### src/rtl/fb_paint_responder.sv
// fb_paint_responder: framebuffer-side responder for the paint/cursor write port.
// Paint writes are queued in a small FIFO and retire into the single-port
// 64x64x8 framebuffer RAM in cycles the display scan does not claim.
// Optional build macro: FB_STARVE_GUARD_EN adds a starvation counter that forces
// one queued write after STARVE_LIMIT consecutive blocked cycles.
//
// state    | meaning
// ---------+-----------------------------------------------------------
// ST_IDLE  | no read, FIFO empty; RAM address and write data hold
// ST_READ  | scan read granted; RAM addressed by rd_addr
// ST_WRITE | FIFO head written to RAM and popped
// ST_FORCE | (guard build only) head written while the scan is stalled
module fb_paint_responder #(
    parameter int FIFO_DEPTH   = 4,
    parameter int STARVE_LIMIT = 8
) (
    input  logic        clk,
    input  logic        rst,
    input  logic        paint,
    input  logic [5:0]  in_x,
    input  logic [5:0]  in_y,
    input  logic [7:0]  px_data,
    output logic        busy,
    output logic        overflow,
    input  logic        rd_en,
    input  logic [11:0] rd_addr,
    output logic        rd_ready,
    output logic        rd_valid,
    output logic [7:0]  rd_data,
    output logic        mem_we,
    output logic [11:0] mem_addr,
    output logic [7:0]  mem_wdata,
    input  logic [7:0]  mem_rdata
);

    localparam int AW = $clog2(FIFO_DEPTH);
    localparam int CW = AW + 1;
    localparam logic [CW-1:0] FULL_CNT = CW'(FIFO_DEPTH);

    localparam logic [1:0] ST_IDLE  = 2'd0;
    localparam logic [1:0] ST_READ  = 2'd1;
    localparam logic [1:0] ST_WRITE = 2'd2;
`ifdef FB_STARVE_GUARD_EN
    localparam logic [1:0] ST_FORCE = 2'd3;
    localparam int SW = $clog2(STARVE_LIMIT + 1);
`endif

    // Entry layout: {y[5:0], x[5:0], data[7:0]}; the top 12 bits are the RAM address.
    logic [19:0]   fifo_mem [FIFO_DEPTH];
    logic [AW-1:0] wr_ptr;
    logic [AW-1:0] rd_ptr;
    logic [CW-1:0] count;
    logic [19:0]   head;
    logic          fifo_empty;
    logic          push;
    logic          pop;
    logic [1:0]    state;
    logic [11:0]   last_addr;
    logic [7:0]    last_wdata;

`ifdef FB_STARVE_GUARD_EN
    logic [SW-1:0] starve_cnt;
    logic          force_wr;
    assign force_wr = !fifo_empty && (starve_cnt == SW'(STARVE_LIMIT));
`endif

    assign head       = fifo_mem[rd_ptr];
    assign fifo_empty = (count == '0);

    // Per-cycle arbitration: a forced write beats the scan, the scan beats normal writes.
    always_comb begin
        state = ST_IDLE;
`ifdef FB_STARVE_GUARD_EN
        if (force_wr)
            state = ST_FORCE;
        else
`endif
        if (rd_en)
            state = ST_READ;
        else if (!fifo_empty)
            state = ST_WRITE;
    end

`ifdef FB_STARVE_GUARD_EN
    assign pop = !rst && ((state == ST_WRITE) || (state == ST_FORCE));
`else
    assign pop = !rst && (state == ST_WRITE);
`endif
    // Full check uses the pre-pop count, so a paint on a full FIFO is dropped.
    assign push = !rst && paint && (count != FULL_CNT);

    assign rd_ready  = (state == ST_READ);
    assign mem_we    = pop;
    assign mem_addr  = rd_ready ? rd_addr : (pop ? head[19:8] : last_addr);
    assign mem_wdata = pop ? head[7:0] : last_wdata;
    assign busy      = !fifo_empty || mem_we;
    assign rd_data   = mem_rdata;

    // FIFO storage; no reset so it maps onto plain registers or a small RAM.
    always_ff @(posedge clk) begin
        if (push)
            fifo_mem[wr_ptr] <= {in_y, in_x, px_data};
    end

    // FIFO pointers and occupancy.
    always_ff @(posedge clk) begin
        if (rst) begin
            wr_ptr <= '0;
            rd_ptr <= '0;
            count  <= '0;
        end else begin
            if (push)
                wr_ptr <= wr_ptr + AW'(1);
            if (pop)
                rd_ptr <= rd_ptr + AW'(1);
            case ({push, pop})
                2'b10:   count <= count + CW'(1);
                2'b01:   count <= count - CW'(1);
                default: count <= count;
            endcase
        end
    end

    // Sticky drop flag, read valid pipeline and held RAM address/data.
    always_ff @(posedge clk) begin
        if (rst) begin
            overflow   <= 1'b0;
            rd_valid   <= 1'b0;
            last_addr  <= '0;
            last_wdata <= '0;
        end else begin
            if (paint && (count == FULL_CNT))
                overflow <= 1'b1;
            rd_valid   <= rd_ready;
            last_addr  <= mem_addr;
            last_wdata <= mem_wdata;
        end
    end

`ifdef FB_STARVE_GUARD_EN
    // Counts cycles a queued write is blocked by the scan; any write clears it.
    always_ff @(posedge clk) begin
        if (rst)
            starve_cnt <= '0;
        else if (pop)
            starve_cnt <= '0;
        else if (!fifo_empty && rd_en)
            starve_cnt <= starve_cnt + SW'(1);
    end
`endif

endmodule

### config.mk
export PLATFORM = sky130hd
export DESIGN_NAME = fb_paint_responder
export DESIGN_NICKNAME = d
export VERILOG_FILES = /design/src/rtl/fb_paint_responder.sv
export SDC_FILE = /design/constraint.sdc
export NUM_CORES = 1
export LEC_CHECK = 0
export CAP_MARGIN = 25
export CORE_MARGIN = 4
export CORE_UTILIZATION = 57
export CTS_CLUSTER_DIAMETER = 80
export DETAILED_ROUTE_END_ITERATION = 16
export GPL_TIMING_DRIVEN = 0
export MAX_ROUTING_LAYER = met4
export PLACE_DENSITY = 0.94
export SLEW_MARGIN = 20
export SYNTH_ARGS = -nofsm -noshare
export SYNTH_HDL_FRONTEND = slang
export SYNTH_SLANG_ARGS = --single-unit
### constraint.sdc
create_clock -name clk -period 5.8 [get_ports clk]
set_clock_uncertainty 0.05 [all_clocks]
set_input_delay 1.16 -clock clk [delete_from_list [all_inputs] [get_ports clk]]
set_output_delay 1.16 -clock clk [all_outputs]
set_load 0.05 [all_outputs]
==> Yosys cells after proc, flatten, opt, wreduce, memory -nomap -nowiden <==
Memories as Yosys holds them, arrays and structs flattened. A register that Yosys moved wholly into a read port is not among the register bits.
Index checks and enable logic that the tools add are counted.
{ "word_totals": {"output_inout_bits": 33, "n_memories": 1, "mem_bits_rw": 80, "wordCells": 37, "input_bits": 44, "ff_bits": 29} }
{ "classes": {"eq_ne": 6, "n_mux": 10, "addsub": 4, "reduce_logical": 9} }
{ "memory_table": {"columns": ["name", "words", "width", "rd", "rd_ports_with_merged_regs", "write_ports", "line", "source"], "rows": [
  ["fifo_mem", 4, 20, 1, 1, 1, "49", "logic [19:0] fifo_mem [FIFO_DEPTH];"]
]} }
{ "op_table": {"columns": ["op", "count"], "rows": [
  ["$mux 12", 2],
  ["$mux 2", 4],
  ["$mux 8", 1],
  ["$pmux 3 s2", 1],
  ["$add 2x1->2 const B", 2],
  ["$eq 2x1->1 const B", 2],
  ["$eq 2x2->1 const B", 2],
  ["$logic_and 1x1->1", 4],
  ["$add 3x1->3 const B", 1],
  ["$eq 3x3->1 const B", 1],
  ["$logic_not 3->1", 1],
  ["$ne 3x3->1 const B", 1],
  ["$sub 3x1->3 const B", 1],
  ["$logic_not 1->1", 2],
  ["$mux 1", 2],
  ["$reduce_bool 2->1", 1],
  ["$logic_or 1x1->1", 1]
]} }

==> Depth between registers and ports, before layout <==
{ "depth": {"depth_word": 7, "depth_mapped": 10, "mapped_depth_nobuf": 9} }

==> Least setup slack after synthesis <==
OpenSTA, ideal clock, no wires.
{ "synth_timing": {"path_kind": "input to output", "start": "input port rd_en", "end": "output port mem_addr[10]", "arrival_ns": 2.870, "n_path_buf": 2, "required_time_ns": 4.590, "slack_ns": 1.720, "stages": 4, "path_cell_list": "buf_2 -> clkbuf_1 -> nor2_1 -> a211oi_1"} }
{ "synth_between": {"elab_chain_len": 5, "word_cells_on_any_way": 6, "classes_between": "2 x eq/ne; 3 x mux; 1 x reduce/logical"} }
{ "synth_rtl": {"columns": ["item", "line", "source"], "rows": [
  ["from (decl)", "25", "input logic rd_en,"],
  ["$mux 2 *", "78", "if (rd_en)"],
  ["$eq 2x2->1", "87", "assign pop = !rst && (state == ST_WRITE);"],
  ["$logic_and 1x1->1", "87", null],
  ["$mux 12", "94", "assign mem_addr = rd_ready ? rd_addr : (pop ? head[19:8] : last_addr);"],
  ["$mux 12 *", "94", null],
  ["to (decl)", "31", "output logic [11:0] mem_addr,"]
]} }
Every way passes the cells marked *; elsewhere a longest branch is shown, timed or not.

==> Worst setup path in the final report <==
{ "layout_timing": {"start": "input port rd_en", "end": "output port mem_addr[9]"} }
Same word-level chain as after synthesis.

==> flow_metrics.py <==
metrics = {
    "clocking": {
        "post_cts_buffers": 0,
        "clockBufferDepth": 2,
        "cts-buffers-inserted": 9,
        "cts_root_buf": "clkbuf_8",
        "cts_resized": 0,
        "postCtsHoldBufs": 0,
        "htree_levels": 3,
        "insertion_delay_ns": 0.36,
        "path_clk_slew_ns": 0.10,
        "cts_sinks": 111,
        "cts_tree": "done",
    },
    "critical_path": {
        "crit_chain": "clkdlybuf4s50_1, buf_2, clkbuf_1, nor2_1, a211oi_1, clkdlybuf4s50_1",
        "slowest_delay_ns": 0.89,
        "crit_arrival_ns": 3.79,
        "crit_top_cell": "clkdlybuf4s50_1",
        "worstSetupStartpointType": "primary input",
        "crit_required_ns": 4.59,
        "cp-end-kind": "output port",
        "critPathKind": "in2out",
        "cpMaxStageDelayCell": "clkdlybuf4s50_1",
        "crit_fanout": 10,
    },
    "timing": {
        "drv_slew": 0,
        "fin_tns_setup_ns": 0,
        "setup_violations": 0,
        "final_hold_viol_count": 0,
        "period_needed_ns": 5.000,
        "rsz0062_at_grt": "false",
        "max_clock_freq_mhz": 200.0,
        "relSlewSlack": 0.5810,
        "worst_pin_slew_ns": 0.6285,
        "finalCritPeriodShare": 0.8621,
    },
    "routing": {
        "first_pass_iters": 5,
        "drc_errors": 0,
        "wl_per_cell_um": 20.07,
        "via_per_inst": 5.965,
        "wirelength_um": 10290,
        "vias": 3060,
        "drt_iter0_markers": 435,
        "antenna_left": 0,
    },
    "pwr": {
        "switching_power_w": 0.0005115,
        "power_density_nw_per_um2": 312.0,
        "p_clk_frac": 0.288,
        "ir_worst_vdd_v": 0.0001821,
        "power_frac_comb": 0.209,
        "total_power_w": 0.001780,
        "leakage_nw": 1.921,
        "p_seq_frac": 0.503,
        "p_int_w": 0.001269,
        "switching_share": 0.2873,
    },
    "global_routing": {
        "busiest_layer": "met2",
        "antenna_found_initial": 0,
        "grtUsageTotal": 0.2249,
        "grt_pass1_vias": 3194,
        "grt_max_degree": 21,
        "met2_usage": 0.3864,
        "global_route.usage.met3": 0.03609,
        "use_met1": 0.2671,
        "grt-ovfl-total": 0,
        "grt_pass1_wl_um": 16480,
    },
    "hold_path": {
        "worstHoldPathType": "reg2reg",
    },
    "run": {
        "maxCapViolCount": 0,
    },
    "placed_design": {
        "dp_hpwl_um": 6684,
        "port_buffers": 67,
        "place_congestion": 0.8606,
    },
    "logic_synthesis": {
        "synth_top_area_frac": 0.5154,
        "netlist_instances": 327,
        "synth_cell_types": 30,
        "synth-seq-cells": 111,
        "synth_area_leaders": "edfxtp_1 (52%), dfxtp_1 (13%), mux4_2 (9.7%)",
        "syn_nets": 377,
        "syn_area_um2": 4661,
        "yosys_warnings": 0,
        "yosysTopAreaCell": "edfxtp_1",
        "synth-seq-area-share": 0.6486,
        "postSynthAreaPerCell_um2": 14.25,
    },
    "cells_and_area": {
        "layout_common_cells": "edfxtp_1 (80), clkdlybuf4s50_1 (67), dfxtp_1 (31)",
        "nFillCells": 488,
        "multi_input_area_um2": 1415,
        "mostFrequentLayoutCell": "edfxtp_1",
        "nNetsFinal": 456,
        "register_area_um2": 3023,
        "syn_to_final_growth_pct": 22.42,
        "drive_gt1_frac": 0.1873,
        "antenna_cells": 0,
    },
    "die": {
        "die_height_um": 98.43,
        "start_util": 0.5939,
        "die_area_um2": 9687,
        "die_width_um": 98.43,
        "core.rowCount": 32,
        "coreArea_um2": 7848,
        "ios": 77,
    },
    "outcome": {
        "outcome": "complete, no violations",
    },
}
stage by stage:
stage	instances	cell area, um2	setup WS (ns)	util	hold WS [ns]
finish	513	5705	0.7998	0.7270	0.4246
global route	513	5705	0.7257	0.7270	0.4389
CTS	512	5687	0.8981	0.7246	0.4237
detailed placement	496	5459	0.9120	0.6956	0.4097
global placement	496	5459	0.9162	0.6956	0.3902
floorplan	327	4661	1.721	-	0.3780
cell usage after synthesis (all sizes together):
cell type,n
a211oi,24
a21oi,27
and2,4
buf,25
clkbuf,4
dfxtp,31
edfxtp,80
fa,1
ha,5
inv,8
mux2i,1
mux4,20
nand2,20
nand2b,2
nand3,11
nor2,18
nor2b,13
nor3,14
nor3b,1
o21ai,12
or2,1
or3,2
or3b,1
xor2,2
power groups by stage:
stage / combinational [W] / sequential [W] / clock [W]
3_5_place_dp: 0.000365 / 0.000914 / 0
6_report: 0.000371 / 0.000896 / 0.000513
5_1_grt: 0.000392 / 0.000899 / 0.000545
4_1_cts: 0.000368 / 0.000896 / 0.000514
2_1_floorplan: 0.000243 / 0.000911 / 0
3_3_place_gp: 0.000357 / 0.000911 / 0
kinds of logic (layout without fill, tap and decap cells):
logic type      count (synthesis)  after routing  share of synthesized area
compound gates                 63             63                    0.08913
xor+xnor                        2              2                   0.003759
fa+ha+maj                       6              6                    0.01772
buf+inv                        37            121                    0.04859
flops                         111            111                     0.6486
mux                            21             21                    0.09879
simple gates                   87             87                    0.09342
final cells by class:
| class | instances | area share |
|---|---|---|
| Sequential cell | 111 | 0.5298 |
| Clock buffer | 9 | 0.02171 |
| Clock inverter | 7 | 0.01820 |
| Inverter | 8 | 0.005263 |
| Timing Repair Buffer | 68 | 0.1202 |
| Multi-Input combinational cell | 179 | 0.2480 |
| Buffer | 29 | 0.03443 |
| Tap cell | 102 | 0.02237 |
sequential cells by signal, summed over array words and instances (netlist names), named ones only:
register / flops
wr_ptr: 2
overflow: 1
rd_valid: 1
last_wdata: 8
fifo_mem: 80
rd_ptr: 2
count: 3
last_addr: 12
routing by layer:
layer | vias to the layer above | share of wire | routed length (um)
met5 | - | 0 | 0
met2 | 188 | 0.50 | 5137
li1 | 1375 | - | -
met3 | 25 | 0.088 | 909
met1 | 1472 | 0.39 | 3972
met4 | 0 | 0.027 | 274
critical path, delay by kind of cell:
family	cells	cell delay, ns
and+or+nand+nor	1	0.11
buffers and inverters	4	2.11
AOI/OAI and AO/OA	1	0.40
final timing paths:
check        startpoint     endpoint  slack [ns]  cells after the start
max               rd_en  mem_addr[9]        0.80                      6
min           rd_ptr[1]    flip-flop        0.42                      1
max reg2reg    count[2]     count[2]        3.37                      9
min reg2reg   rd_ptr[1]    flip-flop        0.42                      1
Note: power is estimated with default switching activity, not from simulation.
==> RTL change 1: new RTL, config.mk and constraints unchanged <==
`last_addr` and `last_wdata` no longer have a reset.
--- a/src/rtl/fb_paint_responder.sv
+++ b/src/rtl/fb_paint_responder.sv
@@ -128,4 +128,2 @@
             rd_valid   <= 1'b0;
-            last_addr  <= '0;
-            last_wdata <= '0;
         end else begin
@@ -134,5 +132,8 @@
             rd_valid   <= rd_ready;
-            last_addr  <= mem_addr;
-            last_wdata <= mem_wdata;
         end
+    end
+
+    always_ff @(posedge clk) begin
+        last_addr  <= mem_addr;
+        last_wdata <= mem_wdata;
     end
Check against the original RTL: not equivalent (Yosys sat finds a counterexample within 4 cycles, from zero or initial values and one cycle with rst high).
==> RTL change 1 against the original RTL <==
  * Sequential share of layout area rose by 4.3 points
  * Count of clock-buffer cells in the layout increased by 1
  * Die area down 7.5%
  * Total power grew 1.1%
  * Synthesized area down 8.2%
  * Maximum frequency grew 2.5%
  * Design area shrank 7.4%
  * Register-to-register slack got worse by 80 ps
  * Wire length is 18% lower
  * Setup slack improved by 120 ps
  * Sequential cell count did not move
  * Synthesized cell count down 21%
==> RTL change 1: results (changes against the original RTL) <==
[global_route]
met1_usage_pct=25.1  ; -1.6 points
grt.met3_usage_pct=5.10  ; +1.5 points
grt_usage_pct=21.3  ; -1.2 points
grt_max_degree=21  ; unchanged
grt_pass1_vias=2633  ; -18%
grt_use_met2_pct=36.1  ; -2.5 points
grt.overflow.total=0  ; unchanged
grt_pass1_wl_um=13500  ; -18%

[sta]
slew_headroom_pct=32.3  ; -26 points

[logic_synthesis]
synth_edf_count=80  ; unchanged
ys_warn_count=0  ; unchanged
synth-compound-area-share_pct=4.80  ; -4.1 points
synthTopCellsByArea=edfxtp_1 56%, dfxtp_1 15%, mux4_2 11%
synth_common_cells=80 x edfxtp_1, 31 x dfxtp_1, 20 x mux4_2
synthesis.nets=309  ; -18%
yosysSeqAreaShare_pct=70.6  ; +5.8 points
yosysUniqueCellTypes=30  ; unchanged
synth-async-reset-ratio_pct=0  ; unchanged
synth-xor-area-share_pct=0.409  ; +0.034 points
synth.area.mux_share_pct=12.9  ; +3.0 points
avgSynthCellArea_um2=16.5  ; +16%
yosys.area_share.adder_pct=1.93  ; +0.16 points

[setup_path]
startpoint=rst
rr_worst_depth=9  ; unchanged
timing.rr.start=count[2]
crit_arrival_ps=3670  ; -120 ps
crit_type=primary input to primary output
reg2reg_slack_ps=3290  ; -80 ps
crit_path_end=mem_addr[3]
path_max_fanout=10  ; unchanged

[cells_and_area]
largestRegisters=fifo_mem x80, last_addr x12, last_wdata x8
nNetsFinal=389  ; -15%
nFillCells=459  ; -5.9%
drive_gt1_share_pct=17.7  ; -1.0 points

[clocking]
cts_root_buffer=clkbuf_8
cts_made_buffers=9  ; unchanged
post-cts-setup-buffers=0  ; unchanged
worstSkewPairLatency_ps=360  ; about the same
clock_path_buffers=2  ; unchanged
cts_resized=0  ; unchanged
path_clk_slew_ps=100  ; about the same

[place]
dp_hpwl_um=5820  ; -13%
dp.cells=425  ; -14%
placed_cell_area_um2=5070  ; -7.1%
numPortBuffers=67  ; unchanged
place.gp.congestion=0.742  ; -14%

[pwr]
leakage_nw=1.75  ; -8.9%
ir_drop_mv=0.260  ; +43%

[min_path]
worstHoldPathType=flip-flop to flip-flop
min_from=rd_ptr[1]

[routing]
post_drt_wl_per_cell_um=19.0  ; -5.4%
wl_um=8410  ; -18%
first_iter_violations=145  ; -67%
vias=2494  ; -18%
drt_pass1_iterations=4  ; -1

[outcome]
run_status=complete, no violations

-- RTL change 1: metal layers --
layer	part of all wire [%]	wire, um
met5	0	0
met3	7.3	615
met2	52	4390
met4	1.2	105
met1	39	3290
-- RTL change 1: area by class of cell --
class	instances	area (um2)	share of cell area, %
flip-flops and latches	111	3020	57.2
multi-input cells	118	1100	20.8
repair buffers	69	693	13.1
clock buffers	10	128	2.42
plain buffers	22	126	2.39
well taps	99	124	2.35
clock inverters	6	56.3	1.07
inverters	8	30.0	0.569
-- RTL change 1: cell families (layout without fill, tap and decap cells) --
| group | after synthesis | in the layout |
|---|---|---|
| compound gates | 35 | 35 |
| xor+xnor | 2 | 2 |
| fa+ha+maj | 6 | 6 |
| buf+inv | 30 | 115 |
| flops | 111 | 111 |
| mux | 29 | 29 |
| simple gates | 46 | 46 |
-- RTL change 1: worst max-delay path, stage by stage --
cell and delay [ps]:
clkdlybuf4s50_1 550, or2_0 130, buf_2 180, clkbuf_1 330, o21ai_0 160, o211ai_1 300
clkdlybuf4s50_1 870
-- RTL change 1: per-stage QoR --
stage | setup slack, ps | hold WS [ps] | total power, mW
after detailed placement | 1060 | 411 | 1.40
after global routing | 867 | 446 | 1.88
after global placement | 1080 | 390 | 1.38
final | 920 | 421 | 1.80
after CTS | 976 | 427 | 1.81
after floorplan | 1950 | 378 | 1.25
-- RTL change 1: report_power, final --
group / internal [mW] / total [mW] / switching (mW) / leakage [nW]
clock network: 0.163 / 0.419 / 0.256 / 0.0936
registers: 0.910 / 0.929 / 0.0187 / 0.985
logic: 0.169 / 0.452 / 0.283 / 0.671
total: 1.24 / 1.80 / 0.558 / 1.75
==> RTL change 2: new RTL, config.mk and constraints unchanged <==
Made on the original files. Add a define of `FB_STARVE_GUARD_EN`.
--- a/src/rtl/fb_paint_responder.sv
+++ b/src/rtl/fb_paint_responder.sv
@@ -12,2 +12,4 @@
 // ST_FORCE | (guard build only) head written while the scan is stalled
+`define FB_STARVE_GUARD_EN
+
 module fb_paint_responder #(
Function: no difference found for any inputs over 4 cycles, from zero or initial values and one cycle with rst high; that may be too few to reach the edited logic, so the function may still have changed.
==> RTL change 2 against the original RTL <==
  * Sequential cell count grew 4
  * Synthesized cell count increased by 4.0%
  * Wire length is 21% higher
  * Combinational power rose by 20%
  * Cell count is 6.4% higher
  * Total power rose by 36%
  * Sequential power is 5.5% higher
  * Design area grew 10%
  * Global-route usage is 3.5 points higher
  * Setup slack better by 420 ps
  * Synthesized area is 4.5% higher
  * Sequential share of layout area decreased by 3.7 points
  * Critical path type unchanged
  * Critical endpoint is now mem_addr[1]
  * Highest routed layer unchanged
==> RTL change 2: results (changes against the original RTL) <==
[min_path]
worstHoldPathType=flip-flop to flip-flop
hold_depth=2  ; +1
min_from=overflow
holdPathEnd=overflow

[logic_synthesis]
synthTopCellsByArea=edfxtp_1 49%, dfxtp_1 14%, mux4_2 9.2%
synthesis.nets=392  ; +4.0%
synth-xor-area-share_pct=0.719  ; +0.34 points
yosysSeqAreaShare_pct=63.7  ; -1.2 points
yosysUniqueCellTypes=39  ; +30%
synth_common_cells=80 x edfxtp_1, 51 x nand2_1, 35 x dfxtp_1
synth.area.mux_share_pct=13.6  ; +3.7 points
synth-async-reset-ratio_pct=0  ; unchanged
yosys.area_share.adder_pct=2.21  ; +0.44 points
synth-compound-area-share_pct=5.68  ; -3.2 points
synth_edf_count=80  ; unchanged

[routing]
vias_per_cell=6.13  ; +2.7%
drt_pass1_iterations=6  ; +1
wl_um=12400  ; +21%
first_iter_violations=301  ; -31%

[global_route]
grt_max_degree=21  ; unchanged
grt_usage_pct=26.0  ; +3.5 points
grt_pass1_vias=3391  ; +6.2%
grt_pass1_wl_um=18600  ; +13%
antenna_found_initial=0  ; unchanged

[setup_path]
cp_slowest_cell=clkdlybuf4s50_1
rr_worst_depth=10  ; +1
path_max_fanout=10  ; unchanged
reg2reg_slack_ps=3050  ; -320 ps
crit_arrival_ps=3370  ; -420 ps
timing.rr.start=count[2]
cpPeakStageDelay_ps=880

[clocking]
cts_resized=0  ; unchanged
post-cts-setup-buffers=0  ; unchanged
postCtsHoldBufs=0  ; unchanged
path_clk_slew_ps=60  ; -40 ps
cts_root_buffer=clkbuf_8
cts_made_buffers=17  ; +8
clock_path_buffers=2  ; unchanged
cts_max_level=4  ; +1
worstSkewPairLatency_ps=540  ; +180 ps
cts_sinks=115  ; +3.6%

[sta]
slew_headroom_pct=61.5  ; +3.4 points
hold_ws_ps=438  ; +13.3 ps

[cells_and_area]
n_antenna_cell=0  ; unchanged
nNetsFinal=480  ; +5.3%
drive_gt1_share_pct=21.8  ; +3.0 points
largestRegisters=fifo_mem x80, last_addr x12, last_wdata x8

[pwr]
p_seq_share_pct=38.9  ; -11 points
leakage_nw=2.19  ; +14%
combPwrFrac_pct=18.3  ; -2.6 points
ir_drop_mv=0.318  ; +74%
power_switching_mw=0.714  ; +40%

[place]
post-place-ws_ps=1280  ; +367 ps
dp_hpwl_um=7070  ; +5.7%
numPortBuffers=67  ; unchanged
place.gp.congestion=0.923  ; +7.3%

[outcome]
run_status=complete, no violations

==> RTL change 2: cell type report <==
| type | count | area (um2) |
|---|---|---|
| Clock inverter | 15 | 169 |
| Clock buffer | 17 | 414 |
| Buffer | 27 | 189 |
| Multi-Input combinational cell | 187 | 1540 |
| Timing Repair Buffer | 69 | 713 |
| Fill cell | 468 | 1960 |
| Sequential cell | 115 | 3100 |
| Inverter | 11 | 41.3 |
| Tap cell | 105 | 131 |
==> RTL change 2: critical path: cells and delay by family <==
kind                   cells  cell delay (ps)
buffers and inverters      4             1820
AO/OA/AOI/OAI              2              370
==> RTL change 2: metal layers <==
metal | track usage, % | vias to the layer above | wire (um)
met5 | - | - | 0
met4 | 13.3 | 0 | 558
met3 | 6.02 | 59 | 1050
met2 | 43.7 | 231 | 6500
met1 | 29.0 | 1615 | 4340
li1 | - | 1441 | -
==> RTL change 2: how the worst max path moves through the flow <==
stage           from           end  slack, ps  cells past startpoint
2_1_floorplan    rst  mem_addr[10]       1870                      5
3_3_place_gp   rd_en   mem_addr[8]       1300                      6
3_5_place_dp   rd_en   mem_addr[5]       1280                      6
4_1_cts        rd_en   mem_addr[8]       1230                      6
5_1_grt        rd_en   mem_addr[8]       1150                      6
6_report       rd_en   mem_addr[1]       1220                      6
==> RTL change 2: stage by stage <==
step                power (mW)  cells  cell area (um2)
CTS                       2.41    544             6260
global route              2.49    546             6300
finish                    2.43    546             6300
floorplan                 1.25    340             4870
global placement          1.36    512             5670
detailed placement        1.38    512             5670
==> RTL change 2: kinds of logic (layout without fill, tap and decap cells) <==
group	count (synthesis)	count (layout)
AOI/OAI and AO/OA	39	39
xor gates and xnor gates	4	4
DFF	115	115
and+or+nand+nor	99	99
muxes	37	37
adders and majority gates	8	8
buffers and inverters	38	139
